<file path="config.mk">
export PLATFORM = sky130hd
export DESIGN_NAME = store_commit_sched_flat
export DESIGN_NICKNAME = d
export VERILOG_FILES = /design/src/rtl/store_commit_sched_if.sv /design/src/rtl/store_commit_sched.sv /design/src/flat_wrapper.sv
export SDC_FILE = /design/constraint.sdc
export NUM_CORES = 1
export LEC_CHECK = 0
export CAP_MARGIN = 20
export CELL_PAD_IN_SITES_DETAIL_PLACEMENT = 0
export CELL_PAD_IN_SITES_GLOBAL_PLACEMENT = 2
export CORE_ASPECT_RATIO = 1.2
export CORE_MARGIN = 2
export CORE_UTILIZATION = 22
export DETAILED_ROUTE_END_ITERATION = 8
export PLACE_DENSITY = 0.82
export SLEW_MARGIN = 20
export SYNTH_ARGS = -nofsm -noshare
export SYNTH_HDL_FRONTEND = slang
export SYNTH_SLANG_ARGS = --single-unit
</file>
<file path="constraint.sdc">
create_clock -name clk -period 3 [get_ports clk]
set_input_delay 0.6 -clock clk [delete_from_list [all_inputs] [get_ports clk]]
set_output_delay 0.6 -clock clk [all_outputs]
set_load 0.05 [all_outputs]
</file>
<file path="src/rtl/store_commit_sched_if.sv">
// store_commit_sched_if: groups the store-queue lanes, D-cache write port,
// MMIO port and management-op port of store_commit_sched.
//   slave  : the scheduler (consumes lanes, drives OUT_* requests)
//   master : the surrounding system (store queue, cache, MMIO, mgmt unit)
// Lane arrays are packed [lane][bits], lane 0 is the oldest store.
interface store_commit_sched_if #(
  parameter int ADDR_W = 32,
  parameter int DATA_W = 32,
  parameter int MASK_W = 4
);
  logic [1:0]             IN_valid;
  logic [1:0][ADDR_W-1:0] IN_addr;
  logic [1:0][DATA_W-1:0] IN_data;
  logic [1:0][MASK_W-1:0] IN_wmask;
  logic [1:0]             OUT_stall;

  logic                   OUT_cValid;
  logic [ADDR_W-1:0]      OUT_cAddr;
  logic [DATA_W-1:0]      OUT_cData;
  logic [MASK_W-1:0]      OUT_cMask;
  logic                   IN_cStall;
  logic                   IN_cAck;

  logic                   OUT_mValid;
  logic [ADDR_W-1:0]      OUT_mAddr;
  logic [DATA_W-1:0]      OUT_mData;
  logic [MASK_W-1:0]      OUT_mMask;
  logic                   IN_mReady;
  logic                   IN_mDone;

  logic                   OUT_mgmt;
  logic [ADDR_W-1:0]      OUT_mgmtAddr;
  logic                   IN_mgmtDone;

  logic                   OUT_idle;

  modport slave (
    input  IN_valid, IN_addr, IN_data, IN_wmask, IN_cStall, IN_cAck,
           IN_mReady, IN_mDone, IN_mgmtDone,
    output OUT_stall, OUT_cValid, OUT_cAddr, OUT_cData, OUT_cMask,
           OUT_mValid, OUT_mAddr, OUT_mData, OUT_mMask,
           OUT_mgmt, OUT_mgmtAddr, OUT_idle
  );

  modport master (
    output IN_valid, IN_addr, IN_data, IN_wmask, IN_cStall, IN_cAck,
           IN_mReady, IN_mDone, IN_mgmtDone,
    input  OUT_stall, OUT_cValid, OUT_cAddr, OUT_cData, OUT_cMask,
           OUT_mValid, OUT_mAddr, OUT_mData, OUT_mMask,
           OUT_mgmt, OUT_mgmtAddr, OUT_idle
  );
endinterface

</file>
<file path="src/rtl/store_commit_sched.sv">
// store_commit_sched: drains committed stores from two ordered lanes.
// Cache stores go to one registered D-cache write port (same-word lane pairs
// merge into one write); MMIO stores and management ops (wmask==0) wait until
// every cache write has been acked, then issue on their own port.
// Ports:
//   clk, rst : clock, synchronous active-high reset
//   bus      : store_commit_sched_if.slave (lanes, stall, cache/MMIO/mgmt ports)
module store_commit_sched #(
  parameter int         ADDR_W   = 32,
  parameter int         DATA_W   = 32,
  parameter int         MASK_W   = 4,
  parameter int         MAX_OUT  = 4,
  parameter logic [3:0] MMIO_TAG = 4'hF
) (
  input  logic                clk,
  input  logic                rst,
  store_commit_sched_if.slave bus
);
  localparam int CW = $clog2(MAX_OUT + 1);

  typedef enum logic [2:0] {IDLE, DRAIN, M_REQ, M_WAIT, G_WAIT} state_t;

  state_t              state, state_n;
  logic [CW-1:0]       outstanding;
  logic                c_valid, m_valid, mgmt;
  logic [ADDR_W-1:0]   c_addr, p_addr;
  logic [DATA_W-1:0]   c_data, p_data, mrg_data;
  logic [MASK_W-1:0]   c_mask, p_mask;
  logic                p_mgmt;

  logic [1:0] is_mgmt, is_mmio, is_cache;
  logic       same_word, c_free, c_room;
  logic       take0, take1, load, merge, latch, set_m, clr_m, pulse;

  for (genvar l = 0; l < 2; l++) begin : g_cls
    assign is_mgmt[l]  = bus.IN_wmask[l] == '0;
    assign is_mmio[l]  = !is_mgmt[l] && (bus.IN_addr[l][ADDR_W-1 -: 4] == MMIO_TAG);
    assign is_cache[l] = !is_mgmt[l] && !is_mmio[l];
  end

  assign same_word = bus.IN_addr[0][ADDR_W-1:2] == bus.IN_addr[1][ADDR_W-1:2];
  assign c_free    = !c_valid || !bus.IN_cStall;
  // Room is judged on the pre-ack count; an ack only frees a slot next cycle.
  assign c_room    = outstanding < CW'(MAX_OUT);

  // Byte merge: lane 1 is younger, so its bytes override lane 0.
  always_comb begin
    mrg_data = bus.IN_data[0];
    for (int b = 0; b < MASK_W; b++)
      if (merge && bus.IN_wmask[1][b]) mrg_data[b*8 +: 8] = bus.IN_data[1][b*8 +: 8];
  end

  always_comb begin
    state_n = state;
    take0 = 1'b0; take1 = 1'b0; load = 1'b0; merge = 1'b0;
    latch = 1'b0; set_m = 1'b0; clr_m = 1'b0; pulse = 1'b0;
    case (state)
      IDLE: if (bus.IN_valid[0]) begin
        if (is_cache[0]) begin
          if (c_free && c_room) begin
            load  = 1'b1;
            take0 = 1'b1;
            if (bus.IN_valid[1] && is_cache[1] && same_word) begin
              merge = 1'b1;
              take1 = 1'b1;
            end
          end
        end else begin
          latch   = 1'b1;
          take0   = 1'b1;
          state_n = DRAIN;
        end
      end
      // Serialise behind every cache write, including one still in OUT_c*.
      DRAIN: if (outstanding == '0 && !c_valid) begin
        if (p_mgmt) begin
          pulse   = 1'b1;
          state_n = G_WAIT;
        end else begin
          set_m   = 1'b1;
          state_n = M_REQ;
        end
      end
      M_REQ: if (bus.IN_mReady) begin
        clr_m   = 1'b1;
        state_n = bus.IN_mDone ? IDLE : M_WAIT;
      end
      M_WAIT: if (bus.IN_mDone) state_n = IDLE;
      G_WAIT: if (bus.IN_mgmtDone) state_n = IDLE;
      default: state_n = IDLE;
    endcase
  end

  // Lane 1 can never be consumed when lane 0 is not.
  always_comb begin
    bus.OUT_stall[0] = rst || (state != IDLE) || (bus.IN_valid[0] && !take0);
    bus.OUT_stall[1] = bus.OUT_stall[0] || (bus.IN_valid[1] && !take1);
  end

  always_ff @(posedge clk) begin
    if (rst) begin
      state       <= IDLE;
      outstanding <= '0;
      c_valid     <= 1'b0;
      m_valid     <= 1'b0;
      mgmt        <= 1'b0;
      c_addr      <= '0;
      c_data      <= '0;
      c_mask      <= '0;
      p_addr      <= '0;
      p_data      <= '0;
      p_mask      <= '0;
      p_mgmt      <= 1'b0;
    end else begin
      state <= state_n;
      if (load && !bus.IN_cAck)
        outstanding <= outstanding + CW'(1);
      else if (!load && bus.IN_cAck && outstanding != '0)
        outstanding <= outstanding - CW'(1);

      if (load) begin
        c_valid <= 1'b1;
        c_addr  <= {bus.IN_addr[0][ADDR_W-1:2], 2'b00};
        c_data  <= mrg_data;
        c_mask  <= bus.IN_wmask[0] | (merge ? bus.IN_wmask[1] : '0);
      end else if (!bus.IN_cStall) begin
        c_valid <= 1'b0;
      end

      if (latch) begin
        p_addr <= bus.IN_addr[0];
        p_data <= bus.IN_data[0];
        p_mask <= bus.IN_wmask[0];
        p_mgmt <= is_mgmt[0];
      end

      if (set_m)      m_valid <= 1'b1;
      else if (clr_m) m_valid <= 1'b0;
      mgmt <= pulse;
    end
  end

  // An ack with nothing outstanding means the cache and scheduler disagree.
  always_ff @(posedge clk)
    if (!rst && bus.IN_cAck) assert (outstanding != '0);

  assign bus.OUT_cValid   = c_valid;
  assign bus.OUT_cAddr    = c_addr;
  assign bus.OUT_cData    = c_data;
  assign bus.OUT_cMask    = c_mask;
  assign bus.OUT_mValid   = m_valid;
  assign bus.OUT_mAddr    = p_addr;
  assign bus.OUT_mData    = p_data;
  assign bus.OUT_mMask    = p_mask;
  assign bus.OUT_mgmt     = mgmt;
  assign bus.OUT_mgmtAddr = p_addr;
  assign bus.OUT_idle     = (state == IDLE) && (outstanding == '0) && !c_valid && !m_valid && !mgmt;
endmodule
</file>
<file path="src/flat_wrapper.sv">
// flat-port wrapper written by rule: the top's interface ports become plain ports
module store_commit_sched_flat 
#(
  parameter int         ADDR_W   = 32,
  parameter int         DATA_W   = 32,
  parameter int         MASK_W   = 4,
  parameter int         MAX_OUT  = 4,
  parameter logic [3:0] MMIO_TAG = 4'hF
)
  (clk, rst, bus_IN_valid, bus_IN_addr, bus_IN_data, bus_IN_wmask, bus_IN_cStall, bus_IN_cAck, bus_IN_mReady, bus_IN_mDone, bus_IN_mgmtDone, bus_OUT_stall, bus_OUT_cValid, bus_OUT_cAddr, bus_OUT_cData, bus_OUT_cMask, bus_OUT_mValid, bus_OUT_mAddr, bus_OUT_mData, bus_OUT_mMask, bus_OUT_mgmt, bus_OUT_mgmtAddr, bus_OUT_idle);
  store_commit_sched_if #(.ADDR_W(ADDR_W), .DATA_W(DATA_W), .MASK_W(MASK_W)) bus_i ();
  input  logic clk;
  input  logic rst;
  input wire logic [$bits(bus_i.IN_valid)-1:0] bus_IN_valid;
  input wire logic [$bits(bus_i.IN_addr)-1:0] bus_IN_addr;
  input wire logic [$bits(bus_i.IN_data)-1:0] bus_IN_data;
  input wire logic [$bits(bus_i.IN_wmask)-1:0] bus_IN_wmask;
  input wire logic [$bits(bus_i.IN_cStall)-1:0] bus_IN_cStall;
  input wire logic [$bits(bus_i.IN_cAck)-1:0] bus_IN_cAck;
  input wire logic [$bits(bus_i.IN_mReady)-1:0] bus_IN_mReady;
  input wire logic [$bits(bus_i.IN_mDone)-1:0] bus_IN_mDone;
  input wire logic [$bits(bus_i.IN_mgmtDone)-1:0] bus_IN_mgmtDone;
  output wire logic [$bits(bus_i.OUT_stall)-1:0] bus_OUT_stall;
  output wire logic [$bits(bus_i.OUT_cValid)-1:0] bus_OUT_cValid;
  output wire logic [$bits(bus_i.OUT_cAddr)-1:0] bus_OUT_cAddr;
  output wire logic [$bits(bus_i.OUT_cData)-1:0] bus_OUT_cData;
  output wire logic [$bits(bus_i.OUT_cMask)-1:0] bus_OUT_cMask;
  output wire logic [$bits(bus_i.OUT_mValid)-1:0] bus_OUT_mValid;
  output wire logic [$bits(bus_i.OUT_mAddr)-1:0] bus_OUT_mAddr;
  output wire logic [$bits(bus_i.OUT_mData)-1:0] bus_OUT_mData;
  output wire logic [$bits(bus_i.OUT_mMask)-1:0] bus_OUT_mMask;
  output wire logic [$bits(bus_i.OUT_mgmt)-1:0] bus_OUT_mgmt;
  output wire logic [$bits(bus_i.OUT_mgmtAddr)-1:0] bus_OUT_mgmtAddr;
  output wire logic [$bits(bus_i.OUT_idle)-1:0] bus_OUT_idle;
  assign bus_i.IN_valid = bus_IN_valid;
  assign bus_i.IN_addr = bus_IN_addr;
  assign bus_i.IN_data = bus_IN_data;
  assign bus_i.IN_wmask = bus_IN_wmask;
  assign bus_i.IN_cStall = bus_IN_cStall;
  assign bus_i.IN_cAck = bus_IN_cAck;
  assign bus_i.IN_mReady = bus_IN_mReady;
  assign bus_i.IN_mDone = bus_IN_mDone;
  assign bus_i.IN_mgmtDone = bus_IN_mgmtDone;
  assign bus_OUT_stall = bus_i.OUT_stall;
  assign bus_OUT_cValid = bus_i.OUT_cValid;
  assign bus_OUT_cAddr = bus_i.OUT_cAddr;
  assign bus_OUT_cData = bus_i.OUT_cData;
  assign bus_OUT_cMask = bus_i.OUT_cMask;
  assign bus_OUT_mValid = bus_i.OUT_mValid;
  assign bus_OUT_mAddr = bus_i.OUT_mAddr;
  assign bus_OUT_mData = bus_i.OUT_mData;
  assign bus_OUT_mMask = bus_i.OUT_mMask;
  assign bus_OUT_mgmt = bus_i.OUT_mgmt;
  assign bus_OUT_mgmtAddr = bus_i.OUT_mgmtAddr;
  assign bus_OUT_idle = bus_i.OUT_idle;
  store_commit_sched #(.ADDR_W(ADDR_W), .DATA_W(DATA_W), .MASK_W(MASK_W), .MAX_OUT(MAX_OUT), .MMIO_TAG(MMIO_TAG)) u_core (.clk(clk), .rst(rst), .bus(bus_i));
endmodule
</file>
### Yosys cells after proc, flatten, opt, wreduce, memory -nomap -nowiden

Cells that the tools add are included.

| operators by class | value |
|---|---|
| $add $sub $neg | 2 |
| order comparisons | 1 |
| eq/ne operators | 14 |
| muxes and demuxes | 41 |
| bitwise logic cells | 3 |
| reductions and logical operators | 47 |

Operators by type and width:

| kind | count |
|---|---|
| $mux 8 | 4 |
| $eq 30x30->1 | 1 |
| $mux 3 | 9 |
| $mux 1 | 25 |
| $logic_and 1x1->1 | 21 |
| $pmux 3 s5 | 1 |
| $logic_not 1->1 | 12 |
| $ne 2x2->1 const B | 5 |
| $eq 4x4->1 const B | 2 |
| $logic_not 4->1 | 2 |
| $eq 3x2->1 const B | 2 |
| $logic_not 3->1 | 2 |
| $reduce_and 6->1 | 1 |
| $reduce_bool 3->1 | 2 |
| $logic_or 1x1->1 | 4 |
| $mux 4 | 1 |
| $ne 2x1->1 const B | 2 |
| $or 4x4->4 | 1 |
| $reduce_bool 2->1 | 2 |
| $add 3x1->3 const B | 1 |
| $eq 3x1->1 const B | 1 |
| $eq 3x3->1 const B | 1 |
| $lt 3x3->1 const B | 1 |
| $reduce_or 3->1 | 1 |
| other kinds (3) | 4 |

| storage, ports and cells | value |
|---|---|
| flip-flop bits (word level) | 144 |
| input bits | 145 |
| output and inout port bits | 174 |
| logic and storage cells | 120 |

### Logic depth before layout (Yosys ltp)

| logic depth | value |
|---|---|
| depth in word-level cells | 15 |
| depth in mapped cells | 10 |
| gate-level depth less buffers | 7 |

### Worst setup path after synthesis

Ideal clock, no wire load.

| path | value |
|---|---|
| kind | register -> output |
| start | register u_core.c_valid (netlist: u_core.bus.OUT_cValid) |
| end | output bus_OUT_idle |
| arrival | 2508 ps |
| data required time | 2400 ps |
| slack | -108 ps |
| stages on the path, launching flop included | 3 |
| cell sequence | dfxtp_1 > or4_1 > nor4_1 |

| between the ends | value |
|---|---|
| word-level cells in the longest chain between the ends | 4 |

RTL lines:

| what | line | source |
|---|---|---|
| start: declaration | store_commit_sched.sv:25 | `logic c_valid, m_valid, mgmt;` |
| start signal: assignment | store_commit_sched.sv:104 | `c_valid <= 1'b0;` |
| start signal: assignment | store_commit_sched.sv:122 | `c_valid <= 1'b1;` |
| start signal: assignment | store_commit_sched.sv:127 | `c_valid <= 1'b0;` |
| $logic_not 1->1 | store_commit_sched.sv:157 | `assign bus.OUT_idle = (state == IDLE) && (outstanding == '0) && !c_valid && !m_valid && !mgmt;` |
| $logic_and 1x1->1 (3 in a row) | store_commit_sched.sv:157 |  |
| end: declaration | flat_wrapper.sv:34 | `output wire logic [$bits(bus_i.OUT_idle)-1:0] bus_OUT_idle;` |

No other way between the ends.

### Worst setup path after layout

| path | value |
|---|---|
| start | register u_core.state[1] |
| end | output bus_OUT_stall[1] |

| between the ends | value |
|---|---|
| word-level cells in the longest chain between the ends | 6 |
| elaborated cells between the ends (all ways) | 11 |
| classes of those cells | mux: 2; reduce/logical: 9 |

RTL lines:

| what | line | source |
|---|---|---|
| start: declaration | store_commit_sched.sv:23 | `state_t state, state_n;` |
| start signal: assignment | store_commit_sched.sv:115 | `state <= state_n;` |
| $logic_not 3->1 | store_commit_sched.sv:57 | `case (state)` |
| $mux 1 | store_commit_sched.sv:57 |  |
| $logic_not 1->1 | store_commit_sched.sv:96 | `bus.OUT_stall[0] = rst \|\| (state != IDLE) \|\| (bus.IN_valid[0] && !take0);` |
| $logic_and 1x1->1 | store_commit_sched.sv:96 |  |
| $logic_or 1x1->1 | store_commit_sched.sv:96 |  |
| $logic_or 1x1->1 * | store_commit_sched.sv:97 | `bus.OUT_stall[1] = bus.OUT_stall[0] \|\| (bus.IN_valid[1] && !take1);` |
| end: declaration | flat_wrapper.sv:23 | `output wire logic [$bits(bus_i.OUT_stall)-1:0] bus_OUT_stall;` |

Every way passes the cells marked *; elsewhere a longest branch is shown, timed or not.

==> qor.csv <==
stage;metric;value;unit
clock_network;path_clk_slew;0.06;ns
timing;fin_skew;0.00875;ns
floorplan;rows;70;
floorplan;ios;319;
yosys;syn_area;6800;um^2
setup_path;cp-start-kind;flop;
yosys;synth-adder-area-share;0.00295;
flow_run;maxCapViolCount;0;
setup_path;cp-end-kind;output port;
routing;drc_errors;0;
placed_design;place_inst;1572;
grt;grt_pass1_vias;7433;
setup_path;critPathKind;reg2out;
yosys;syn_inst;886;
grt;grt.total_usage;0.184;
yosys;synth-simple-area-share;0.266;
finish;area_growth;68.3;%
floorplan;initial_core_util;0.223;
grt;grt_pass1_wl;44900;um
timing;worst_pin_slew;0.749;ns
routing;ant_nets;0;
clock_network;clock_latency;0.43;ns
timing;layout_min_cycle_time;3.02;ns
floorplan;die_area;32300;um^2
floorplan;die_x;164;um
routing;wl_per_cell;18.9;um
yosys;yosysTopAreaCellShare;0.424;
routing;drt_iter0_markers;341;
yosys;synth_edf_count;0;
timing;rsz0062_at_grt;true;
setup_path;worstPathArrival;2.42;ns
timing;maxSlewViolCount;0;
timing;setup_slack;-0.0220;ns
timing;hold_viol;0;
routing;first_pass_iters;5;
placed_design;gp_congestion;0.821;
routing;drt-total-wl;30500;um
clock_network;numCtsBuffers;17;
hold_path;hold_class;reg2reg;
floorplan;core_area;30500;um^2
yosys;synthDistinctLibCells;45;
clock_network;htree_levels;4;
outcome;violations;setup timing;
placed_design;hpwl;21700;um
finish;utilization;0.375;
clock_network;cts_sinks;144;
pwr;pwr_density_cell;585;nW/um^2
routing;vias;7623;
finish;final_cells;1612;
yosys;synth-compound-area-share;0.179;
clock_network;cts_tree;yes;
clock_network;root_buffer;clkbuf_16;
pwr;ir_drop;0.235;mV
grt;gr-total-overflow;0;
timing;slew_headroom;0.500;
clock_network;clk_path_buf_depth;2;
pwr;power;6.69;mW
yosys;synth.yosys.seq_area_share;0.424;
timing;setup_viol;1;
yosys;ys_ff_latch;144;
yosys;yosysWarnings;0;
yosys;synth-xor-area-share;0.0309;
yosys;ys.flop_type;dfxtp_1;
placed_design;port_buffers;314;
floorplan;die_h;197;um
outcome;status;finished with violations;
pwr;p_leak;4.07;nW
yosys;ys_async_sr_fraction;0;
timing;fin_tns_setup;-0.0220;ns
grt;grt_max_degree;145;
yosys;yosysTopAreaCell;dfxtp_1;
timing;fmax;0.331;GHz
setup_path;crit_required;2.40;ns
finish;fillers;3252;
setup_path;path_max_fanout;6;
routing;routed_via_density;4.73;
timing;period_share;1.01;
finish;fin_nets;1346;
yosys;synthMuxAreaShare;0.00644;
yosys;synth_top_family_by_area;simple AND/OR/NAND/NOR gates;
finish;drive_above_1_share;0.136;
grt;grt_antenna_before_repair;5;
timing;holdWs;0.452;ns
yosys;synth_area_leaders;dfxtp_1 42%, nand2_1 13%, a21oi_1 7.7%;
yosys;synth_area_per_cell;7.67;um^2
## cell usage after synthesis, types with 7 or more instances
library cell and n:
nand4_1 38, a311oi_1 32, dfxtp_1 144, or4_1 7
xor2_1 7, buf_4 34, buf_2 12, nor3_1 34
a21oi_1 104, nand2b_1 8, nand2_1 237, nor2_1 52
nand3_1 8, nor4_1 8, xnor2_1 17, inv_1 7
clkbuf_1 63, o41ai_1 32
## cell usage in the layout, fill, tap and decap left out, types with 6 or more instances in the layout
cell type / synthesis / layout
nand2_1: 237 / 236
nand3_1: 8 / 6
a311oi_1: 32 / 32
nor2_1: 52 / 50
clkdlybuf4s50_1: 0 / 267
a21oi_1: 104 / 104
xnor2_1: 17 / 13
dlygate4sd2_1: 0 / 33
buf_12: 0 / 11
nor3_1: 34 / 34
dfxtp_1: 144 / 141
o41ai_1: 32 / 32
buf_4: 34 / 85
dlymetal6s2s_1: 0 / 9
clkbuf_16: 0 / 17
nand4_1: 38 / 38
## flip-flops by register name, indices dropped and copies added, names as in the netlist
| register | cells |
|---|---|
| u_core.bus.OUT_mMask | 4 |
| u_core.bus.OUT_mValid | 1 |
| u_core.bus.OUT_mgmt | 1 |
| u_core.bus.OUT_mAddr | 32 |
| u_core.outstanding | 3 |
| u_core.state | 3 |
| u_core.bus.OUT_cData | 32 |
| u_core.bus.OUT_mData | 32 |
| u_core.bus.OUT_cMask | 4 |
| u_core.bus.OUT_cValid | 1 |
| u_core.bus.OUT_cAddr | 30 |
| u_core.p_mgmt | 1 |
## report_power, final
part           leakage (nW)  switching, mW  total [mW]  internal [mW]
sequential             1.18          0.136        2.26           2.12
combinational          2.63           1.49        2.36          0.866
clock                 0.259          0.913        2.08           1.17
total                  4.07           2.54        6.69           4.15
## path summary, 6_finish.rpt
path | from | endpoint | slack [ns] | cells past startpoint
worst max-delay path | u_core.state[1] | bus_OUT_stall[1] | -0.02 | 7
worst min-delay path | u_core.bus.OUT_mData[27] | u_core.bus.OUT_mData[27] | 0.45 | 2
worst max register to register | u_core.state[1] | u_core.outstanding[2] | 0.24 | 9
worst min register to register | u_core.bus.OUT_mData[27] | u_core.bus.OUT_mData[27] | 0.45 | 2
## worst max-delay path: stages, from the launching register on
cell      delay, ns
dfxtp_4        0.36
or4b_4         0.57
nor4_4         0.20
nand4_1        0.19
nor4_4         0.29
buf_4          0.17
o21bai_4       0.06
buf_8          0.15
## layout make-up
class / instances / area, um^2 / area share
sequential: 144 / 2890 / 0.253
tap: 396 / 495 / 0.0433
multi-input combinational: 622 / 3500 / 0.306
clock inverter: 12 / 113 / 0.00984
inverter: 7 / 26.3 / 0.00230
timing repair buffer: 408 / 3960 / 0.346
clock buffer: 20 / 447 / 0.0390
antenna: 3 / 7.51 / 0.000656
## timing repair
item / 4_1_cts / 5_1_grt
hold buffers: 0 / 0
endpoints found under the setup margin: 4 / 2
setup buffers: 2 / 4
resized for setup: 52 / 29
pin swaps: 14 / 12
## per-stage QoR
step	cell area, um^2	worst slack (ns)
CTS	11300	-0.0647
global route	11400	-0.113
floorplan	6810	0.202
detailed placement	10700	-0.479
global placement	10700	-0.458
finish	11400	-0.0220
## cell families after synthesis
logic type | Yosys count
AO/OA/AOI/OAI | 184
XOR/XNOR | 24
adder cells (fa/ha/maj) | 1
buffers and inverters | 121
flip-flops | 144
multiplexers | 4
other | 1
AND/OR/NAND/NOR | 407
## routing by layer
layer | up-vias | wire length (um) | track usage
met5 | - | 27 | 0
met4 | 4 | 430 | 0.0496
met3 | 28 | 2170 | 0.0539
met2 | 277 | 15500 | 0.326
met1 | 3601 | 12300 | 0.214
li1 | 3713 | - | -
(Power assumes the default switching activity.)
